==> config.mk <==
export PLATFORM = sky130hd
export DESIGN_NAME = filter_scan_ctrl
export DESIGN_NICKNAME = d
export VERILOG_FILES = /design/src/rtl/filter_scan_pkg.sv /design/src/rtl/filter_scan_xy_counter.sv /design/src/rtl/filter_scan_ctrl.sv
export SDC_FILE = /design/constraint.sdc
export NUM_CORES = 1
export LEC_CHECK = 0
export ABC_AREA = 1
export CORE_ASPECT_RATIO = 0.5
export CORE_UTILIZATION = 60
export DETAILED_ROUTE_END_ITERATION = 10
export PLACE_DENSITY = 0.81
export SLEW_MARGIN = 5
export SYNTH_ARGS = -nofsm -noshare
export SYNTH_HDL_FRONTEND = slang
export SYNTH_HIERARCHICAL = 1
export SYNTH_SLANG_ARGS = --single-unit
==> constraint.sdc <==
create_clock -name CLK -period 4.45 [get_ports CLK]
set_input_delay 0.89 -clock CLK [delete_from_list [all_inputs] [get_ports CLK]]
set_output_delay 0.89 -clock CLK [all_outputs]
set_load 0.005 [all_outputs]
==> src/rtl/filter_scan_pkg.sv <==
// Shared definitions for the 3x3 filter frame sequencer: FSM state encoding
// and the default frame geometry also used by the filters' window bounds.
package filter_scan_pkg;

    localparam int unsigned DEF_WIDTH    = 1600;
    localparam int unsigned DEF_HEIGHT   = 900;
    localparam int unsigned DEF_PIPE_LAT = 2;
    localparam int unsigned DEF_XW       = 12;
    localparam int unsigned DEF_YW       = 12;
    localparam int unsigned DEF_CW       = 21;

    typedef enum logic [1:0] {
        ST_IDLE  = 2'd0,
        ST_RUN   = 2'd1,
        ST_DRAIN = 2'd2,
        ST_DONE  = 2'd3
    } state_t;

    // Number of filter outputs expected for one frame.
    function automatic int unsigned frame_beats(input int unsigned w, input int unsigned h);
        return w * h;
    endfunction

endpackage

==> src/rtl/filter_scan_xy_counter.sv <==
// Raster coordinate generator: advances POSX/POSY once per issued beat,
// wraps at end of line and holds on the final pixel of the frame.
module filter_scan_xy_counter #(
    parameter int unsigned WIDTH  = 1600,
    parameter int unsigned HEIGHT = 900,
    parameter int unsigned XW     = 12,
    parameter int unsigned YW     = 12
) (
    input  logic          CLK,
    input  logic          RST,
    input  logic          clear,
    input  logic          advance,
    output logic [XW-1:0] posx,
    output logic [YW-1:0] posy,
    output logic          last
);

    localparam logic [XW-1:0] X_MAX = XW'(WIDTH - 1);
    localparam logic [YW-1:0] Y_MAX = YW'(HEIGHT - 1);

    logic end_of_line;

    // End-of-line and final-pixel decodes of the current coordinate.
    assign end_of_line = (posx == X_MAX);
    assign last        = end_of_line && (posy == Y_MAX);

    // Coordinate register: cleared between frames, frozen after the last beat.
    always_ff @(posedge CLK) begin
        if (RST || clear) begin
            posx <= '0;
            posy <= '0;
        end else if (advance && !last) begin
            if (end_of_line) begin
                posx <= '0;
                posy <= posy + YW'(1);
            end else begin
                posx <= posx + XW'(1);
            end
        end
    end

endmodule

==> src/rtl/filter_scan_ctrl.sv <==
// Frame sequencer for the 3x3 line-buffered filters. Issues one READY beat
// per pixel with its coordinate, throttled by upstream empty and downstream
// programmable-full, then waits for every filter WREN before pulsing DONE.
// Optional build macro FILTER_SCAN_STATS_EN adds STALL_CNT and FRAME_CNT.
module filter_scan_ctrl
    import filter_scan_pkg::*;
#(
    parameter int unsigned WIDTH    = DEF_WIDTH,
    parameter int unsigned HEIGHT   = DEF_HEIGHT,
    parameter int unsigned PIPE_LAT = DEF_PIPE_LAT,
    parameter int unsigned XW       = DEF_XW,
    parameter int unsigned YW       = DEF_YW,
    parameter int unsigned CW       = DEF_CW
) (
    input  logic          CLK,
    input  logic          RST,
    input  logic          START,
    output logic          BUSY,
    output logic          DONE,
    input  logic          SRC_EMPTY,
    input  logic          DST_PFULL,
    output logic          READY,
    output logic [XW-1:0] POSX,
    output logic [YW-1:0] POSY,
    input  logic          FLT_WREN
`ifdef FILTER_SCAN_STATS_EN
    ,
    output logic [31:0]   STALL_CNT,
    output logic [15:0]   FRAME_CNT
`endif
);

    localparam int unsigned TOTAL = frame_beats(WIDTH, HEIGHT);

    // Elaboration-time sanity of the geometry against the chosen widths.
    if ($clog2(TOTAL + 1) > CW) begin : g_cw_too_small
        $error("CW cannot hold WIDTH*HEIGHT");
    end
    if ($clog2(WIDTH) > XW) begin : g_xw_too_small
        $error("XW cannot hold WIDTH-1");
    end
    if ($clog2(HEIGHT) > YW) begin : g_yw_too_small
        $error("YW cannot hold HEIGHT-1");
    end
    if (PIPE_LAT == 0) begin : g_lat_zero
        $error("filter READY-to-WREN latency must be at least one cycle");
    end

    state_t        state;
    logic [CW-1:0] out_cnt;
    logic [CW-1:0] out_cnt_next;
    logic          wren_seen;
    logic          last_pixel;
    logic          xy_clear;

    // A beat is issued only while scanning and both FIFOs allow it; the
    // filter pipeline cannot stall, so room is checked before issue.
    assign READY = (state == ST_RUN) && !SRC_EMPTY && !DST_PFULL;

    // Filter outputs are only counted inside a frame.
    assign wren_seen    = FLT_WREN && BUSY;
    assign out_cnt_next = out_cnt + CW'(wren_seen);

    // Coordinates return to the origin once a frame has finished.
    assign xy_clear = (state == ST_IDLE) || (state == ST_DONE);

    filter_scan_xy_counter #(
        .WIDTH  (WIDTH),
        .HEIGHT (HEIGHT),
        .XW     (XW),
        .YW     (YW)
    ) u_xy (
        .CLK     (CLK),
        .RST     (RST),
        .clear   (xy_clear),
        .advance (READY),
        .posx    (POSX),
        .posy    (POSY),
        .last    (last_pixel)
    );

    // Sequencer FSM with registered BUSY/DONE and the output beat counter.
    always_ff @(posedge CLK) begin
        if (RST) begin
            state   <= ST_IDLE;
            BUSY    <= 1'b0;
            DONE    <= 1'b0;
            out_cnt <= '0;
        end else begin
            DONE <= 1'b0;
            case (state)
                ST_IDLE: begin
                    if (START) begin
                        state   <= ST_RUN;
                        BUSY    <= 1'b1;
                        out_cnt <= '0;
                    end
                end
                ST_RUN: begin
                    out_cnt <= out_cnt_next;
                    if (READY && last_pixel) begin
                        state <= ST_DRAIN;
                    end
                end
                ST_DRAIN: begin
                    out_cnt <= out_cnt_next;
                    // Include this cycle's WREN so DONE follows the last one by a cycle.
                    if (out_cnt_next == CW'(TOTAL)) begin
                        state <= ST_DONE;
                        BUSY  <= 1'b0;
                        DONE  <= 1'b1;
                    end
                end
                ST_DONE: begin
                    state <= ST_IDLE;
                end
                default: begin
                    state <= ST_IDLE;
                    BUSY  <= 1'b0;
                end
            endcase
        end
    end

`ifdef FILTER_SCAN_STATS_EN
    // Throttle and frame statistics for host-side performance monitoring.
    always_ff @(posedge CLK) begin
        if (RST) begin
            STALL_CNT <= '0;
            FRAME_CNT <= '0;
        end else begin
            if ((state == ST_IDLE) && START) begin
                STALL_CNT <= '0;
            end else if ((state == ST_RUN) && !READY && (STALL_CNT != '1)) begin
                STALL_CNT <= STALL_CNT + 32'd1;
            end
            if (DONE) begin
                FRAME_CNT <= FRAME_CNT + 16'd1;
            end
        end
    end
`endif

endmodule

==> results of run 1 <==
-- cell usage after synthesis, types with 2 or more instances --
cell      instances  share of area
nor3_1            7          0.011
buf_6             3          0.010
inv_1            52          0.059
nand3_2           8          0.024
dfxtp_1          49           0.30
nand2_1         188           0.21
clkbuf_1          7         0.0079
nand2_4           3          0.010
o21ai_0           2         0.0030
buf_2             3         0.0045
xnor2_1           2         0.0053
o21bai_1          4         0.0091
xor2_1            6          0.016
nor2_2            5         0.0095
ha_1              7          0.026
nand3b_1          7          0.016
a21oi_1          44          0.067
nand3_1          37          0.056
a21oi_2           2         0.0053
nand4_1          10          0.019
nor2_4            7          0.024
inv_2             6         0.0068
nor2_1           64          0.073
nand2_2           9          0.017
-- worst max-delay path, stage by stage --
cell and delay, ps:
clkdlybuf4s50_1 460, nand2_1 50, inv_1 70, ha_1 180, nand2_2 100, nor2_4 320, nand2_2 140, nor2_1 190
nand2_1 70, nand2_1 70, nand3_1 80, nor2_1 130, nand3_2 110, nand2_2 100, nand2_1 80, nand2_1 80
a21oi_2 50
-- flip-flops by register name, indices dropped and copies added (netlist names) --
name	flops
BUSY	1
DONE	1
out_cnt	21
state	2
u_xy/posx	12
u_xy/posy	12
-- cell families (layout without fill, tap and decap cells) --
logic type | count (synthesis) | in the layout | synth area share
buf+inv | 73 | 101 | 0.0908
xor+xnor | 9 | 9 | 0.0261
compound gates | 53 | 53 | 0.0862
simple gates | 346 | 346 | 0.474
flops | 49 | 49 | 0.297
fa+ha+maj | 7 | 7 | 0.0265
-- power breakdown --
part	leakage [nW]	internal (mW)	switching (mW)
sequential	0.395	0.450	0.00881
clock	0.0399	0.104	0.150
combinational	0.909	0.0815	0.201
-- metrics by stage --
| stage | hold WS (ps) | cells | power [mW] |
|---|---|---|---|
| finish | 473 | 635 | 0.995 |
| global route | 503 | 635 | 1.05 |
| CTS | 475 | 635 | 1.01 |
| detailed placement | 463 | 629 | 0.749 |
| global placement | 455 | 629 | 0.749 |
| floorplan | 443 | 537 | 0.667 |
-- area by class of cell --
cell class	count	area [sq um]	share of cell area
Sequential cell	49	981	0.262
Clock buffer	5	68.8	0.0184
Inverter	59	221	0.0591
Multi-Input combinational cell	415	2030	0.542
Timing Repair Buffer	36	350	0.0935
Clock inverter	1	5.00	0.00134
Tap cell	70	87.6	0.0234
-- layer usage --
| layer | vias to the layer above | global-route usage | routed length (microns) |
|---|---|---|---|
| met1 | 1462 | 0.330 | 3650 |
| met3 | 7 | 0.0536 | 270 |
| met4 | 0 | 0.0708 | 70 |
| li1 | 1752 | - | - |
| met2 | 54 | 0.484 | 3290 |
| met5 | - | 0 | 0 |
-- path summary, 6_finish.rpt --
path / start / end / slack, ps
worst min-delay path: out_cnt[20]$_SDFFE_PP0P_ / out_cnt[20]$_SDFFE_PP0P_ / 470
worst max register to register: state[0]$_SDFFE_PP0P_ / out_cnt[4]$_SDFFE_PP0P_ / 2070
worst max-delay path: FLT_WREN / state[1]$_SDFFE_PP0P_ / 1480
worst min register to register: out_cnt[20]$_SDFFE_PP0P_ / out_cnt[20]$_SDFFE_PP0P_ / 470
==> flow_summary.json, run 1 <==
{
  "outcome": "complete, no violations",
  "clockBufferDepth": 2,
  "rr_worst_depth": 10,
  "clk_latency_ps": 310,
  "worst_slew_pin_slew_ps": 766,
  "cts.repair.resized": 0,
  "cts_tree": "yes",
  "root_buffer": "clkbuf_8",
  "grt_pass1_vias": 2788,
  "io_buffers": 32,
  "final_area_sq_mm": 0.00375,
  "setup_viol": 0,
  "cp.required_ps": 4650,
  "drc": 0,
  "area_delta_synth_final_pct": 13.2,
  "detail_route.first_pass.iterations": 4,
  "numCtsBuffers": 5,
  "hold_violations": 0,
  "rows": 18,
  "antenna_found_initial": 0,
  "worst-path-max-fanout": 11,
  "nets": 579,
  "worst-setup-path-type": "in -> reg",
  "end_kind": "register",
  "critPathLaunchType": "primary input",
  "critPathArrivalTime_ps": 3160,
  "gr-usage-all-layers": 0.265,
  "cap_viol_max_count": 0,
  "skew_ps": 5.09,
  "synthesis.area_sq_mm": 0.00331,
  "fin_crit_sh": 0.666,
  "postCtsSetupRepairBufs": 0,
  "dr_total_vias": 3275,
  "place_hpwl_mm": 5.31,
  "hp-class": "reg -> reg",
  "layout_setup_ws_ps": 1480,
  "yosysWarnings": 6,
  "tns_ps": 0,
  "preCtsSetupSlack_ps": 1180,
  "ys_async_sr_fraction": 0,
  "relSlewSlack": 0.487,
  "syn_inst": 537,
  "synth_edf_count": 0,
  "powerDensity_mw_per_mm2": 266,
  "drt-initial-drc-count": 157,
  "slew_violations": 0,
  "die_width_microns": 107,
  "ant_nets": 0,
  "top_level_ports": 33,
  "diodes": 0,
  "synth.distinct_cells": 29,
  "fin_util": 0.733,
  "dieArea_sq_mm": 0.00583,
  "synth.avg_cell_area_sq_um": 6.16,
  "wl_mm": 7.28,
  "p_leak_nw": 1.34,
  "fillerInstances": 453,
  "initial_core_util": 0.647,
  "core-area_sq_mm": 0.00511,
  "final_common_cell": "nand2_1",
  "cts_hold_buf": 0,
  "cts.sinks": 49,
  "placed_area_sq_mm": 0.00367,
  "drive_gt1_frac": 0.0920,
  "most-common-layout-cells": "188 x nand2_1, 64 x nor2_1, 52 x inv_1",
  "ys_ff_latch": 49,
  "synth_nets": 550,
  "hold_depth": 2,
  "yosysSeqAreaShare": 0.297,
  "htree_levels": 2,
  "rsz0062_at_grt": "no",
  "overflow": 0,
  "max-vdd-ir-drop_mv": 0.189,
  "grt_max_degree": 27,
  "ys.flop_type": "dfxtp_1",
  "vias_per_cell": 5.16,
  "cts.clk_slew.worst_paths_ps": 90,
  "drt-wirelength-per-cell_microns": 11.5,
  "die_h_microns": 54.5,
  "grt_first_pass_wirelength_mm": 12.0,
  "timing.fmax_mhz": 337,
  "fin_crit_ps": 2970,
  "gp_congestion": 0.940
}
Power figures use the tool's default switching activity.
==> run 2, diff against run 1 <==
--- a/config.mk
+++ b/config.mk
@@ -7,9 +7,9 @@
 export LEC_CHECK = 0
 export ABC_AREA = 1
 export CORE_ASPECT_RATIO = 0.5
-export CORE_UTILIZATION = 60
+export CORE_UTILIZATION = 52
 export DETAILED_ROUTE_END_ITERATION = 10
-export PLACE_DENSITY = 0.81
+export PLACE_DENSITY = 0.75
 export SLEW_MARGIN = 5
 export SYNTH_ARGS = -nofsm -noshare
 export SYNTH_HDL_FRONTEND = slang
==> constraint.sdc (replaced) <==
create_clock -name CLK -period 2.61 [get_ports CLK]
set_input_delay 0.522 -clock CLK [delete_from_list [all_inputs] [get_ports CLK]]
set_output_delay 0.522 -clock CLK [all_outputs]
set_load 0.005 [all_outputs]
==> run 2 against run 1 <==
  * First-iteration DRC count grew 110%
  * Via count is 4.1% higher
  * Critical endpoint unchanged
  * Non-clock buffer count grew 16
  * Cell count grew 5.7%
  * Largest cell class unchanged
  * Sequential share of layout area decreased by 1.7 points
  * Design area is 6.8% higher
  * Sequential power increased by 71%
  * Power increased by 95%
  * Global-route usage decreased by 2.3 points
  * Clock skew rose by 1.9 ps
==> flow_summary.json, run 2 (same netlist as run 1, synthesis figures left out) <==
{
  "slew_violations": 0,
  "final_common_cell": "nand2_1",
  "wl_mm": 7.67,
  "switching_share": 0.342,
  "timing.fmax_mhz": 415,
  "power.clock.fraction": 0.338,
  "gp_congestion": 0.902,
  "p_leak_nw": 1.44,
  "cap_viol_max_count": 0,
  "numCtsBuffers": 5,
  "powerDensity_mw_per_mm2": 484,
  "place_hpwl_mm": 5.48,
  "end_kind": "register",
  "crit_family": "simple AND/OR/NAND/NOR gates",
  "clockBufferDepth": 2,
  "hold_violations": 0,
  "worst-path-max-fanout": 5,
  "finalNonFillerCells": 671,
  "core-area_sq_mm": 0.00611,
  "pwr-share-seq": 0.405,
  "grt_pass1_vias": 2854,
  "detail_route.first_pass.iterations": 5,
  "gr-usage-all-layers": 0.243,
  "area_delta_synth_final_pct": 21.0,
  "cts_tree": "yes",
  "dp.cells": 663,
  "cp_slowest_cell": "clkdlybuf4s50_1",
  "drt-wirelength-per-cell_microns": 11.4,
  "rows": 20,
  "path_buf_inv": 2,
  "top_regs": "out_cnt (21), u_xy/posx (12), u_xy/posy (12)",
  "outcome": "complete, no violations",
  "max-vdd-ir-drop_mv": 0.268,
  "antenna_found_initial": 0,
  "postCtsSetupRepairBufs": 0,
  "root_buffer": "clkbuf_16",
  "grt_first_pass_wirelength_mm": 12.9,
  "dieArea_sq_mm": 0.00670,
  "relSlewSlack": 0.645,
  "p_switching_uw": 663,
  "grt_max_degree": 26,
  "fillerInstances": 583,
  "top_level_ports": 33,
  "most-common-layout-cells": "188 x nand2_1, 62 x nor2_1, 51 x inv_1",
  "die_width_microns": 115,
  "worst-setup-path-type": "in -> reg",
  "cts.clk_slew.worst_paths_ps": 70,
  "tns_ps": 0,
  "drt-initial-drc-count": 332,
  "max_stage_delay_ps": 460,
  "nets": 595,
  "cp_common_cell": "nand2_1",
  "htree_levels": 2,
  "hp-class": "reg -> reg",
  "drc": 0,
  "critPathArrivalTime_ps": 2590,
  "largest_reg_flops": 21,
  "setup_viol": 0,
  "power.internal_mw": 1.27,
  "max_flop_register": "out_cnt",
  "die_h_microns": 58.4,
  "cts_hold_buf": 0,
  "rsz0062_at_grt": "no",
  "diodes": 0,
  "fin_crit_ps": 2410,
  "initial_core_util": 0.542,
  "io_buffers": 32,
  "ant_nets": 0,
  "overflow": 0,
  "fin_crit_sh": 0.924,
  "pwr-share-comb": 0.257,
  "critPathLaunchType": "primary input",
  "cts.sinks": 49,
  "clk_latency_ps": 300,
  "worst_slew_pin_slew_ps": 529,
  "cp.required_ps": 2790,
  "vias_per_cell": 5.08,
  "skew_ps": 6.94,
  "dr_total_vias": 3409,
  "drive_gt1_frac": 0.129,
  "crit_chain": "clkdlybuf4s50_1 -> nand2_1 -> inv_2 -> ha_4 -> nand2_2 -> nor2_4 -> nand2_2 -> nor2_1 -> nand2_1 -> nand2_1 -> nand3_1 -> nor2_1 -> nand3_2 -> nand2_2 -> nand2_1 -> nand2_1 -> a21oi_2"
}
==> run 2: cell types whose count changed in the layout (fill, tap and decap cells not counted), moves of 2 or more <==
cell and change:
buf_4 +14, clkbuf_16 +5, clkbuf_8 -5, clkinvlp_4 +3, nor2_1 -2, nor2_2 +2
==> run 2: worst reg2reg max path, stage by stage, from the launching register on <==
cell,delay (ps)
dfxtp_1,400
ha_1,200
nand2_2,70
inv_2,110
nand3_2,130
nor2_4,190
inv_1,110
nor4_1,340
a21oi_1,150
nor2_1,180
nand2_1,110
nand2_1,80
a21oi_2,50
==> run 2: timing repair <==
| item | in CTS | in global routing |
|---|---|---|
| endpoints found under the hold margin | 0 | 0 |
| endpoints found under the setup margin | 0 | 4 |
| resized for setup | 0 | 7 |
==> run 2: area by class of cell <==
cell class,count,area [sq um],share of cell area
clock buffers,5,125,0.0313
clock inverters,3,22.5,0.00563
inverters,59,221,0.0553
multi-input cells,415,2050,0.513
well taps,88,110,0.0275
flip-flops and latches,49,981,0.245
repair buffers,52,487,0.122
==> run 2: final timing paths <==
check                            startpoint                  endpoint  slack (ps)  cells after the start
hold reg to reg    out_cnt[20]$_SDFFE_PP0P_  out_cnt[20]$_SDFFE_PP0P_         470                      2
setup / recovery                   FLT_WREN     state[1]$_SDFFE_PP0P_         200                     17
setup reg to reg  u_xy/posx[0]$_SDFFE_PP0P_     state[1]$_SDFFE_PP0P_         380                     12
hold / removal     out_cnt[20]$_SDFFE_PP0P_  out_cnt[20]$_SDFFE_PP0P_         470                      2
==> run 2: metal layers <==
| layer | part of all wire | wire, microns | track usage |
|---|---|---|---|
| met3 | 0.060 | 462 | 0.0525 |
| met1 | 0.50 | 3820 | 0.335 |
| met5 | 0 | 0 | 0 |
| met4 | 0.0077 | 59 | 0.0575 |
| met2 | 0.43 | 3330 | 0.391 |
==> run 2: power groups by stage <==
stage	registers (mW)	logic (mW)	clock network [mW]
final	0.784	0.498	0.655
after global routing	0.787	0.561	0.703
after CTS	0.783	0.501	0.675
after detailed placement	0.801	0.500	0
after global placement	0.799	0.489	0
after floorplan	0.797	0.340	0
==> run 2: stage by stage <==
step	setup slack, ps	total power [mW]	util	area (sq um)	hold WS, ps
after global placement	-150	1.29	0.627	3830	456
final	200	1.94	0.655	4000	466
after detailed placement	-179	1.30	0.627	3830	461
after CTS	120	1.96	0.651	3980	471
after floorplan	519	1.14	-	3310	443
after global routing	5.48	2.05	0.655	4000	490
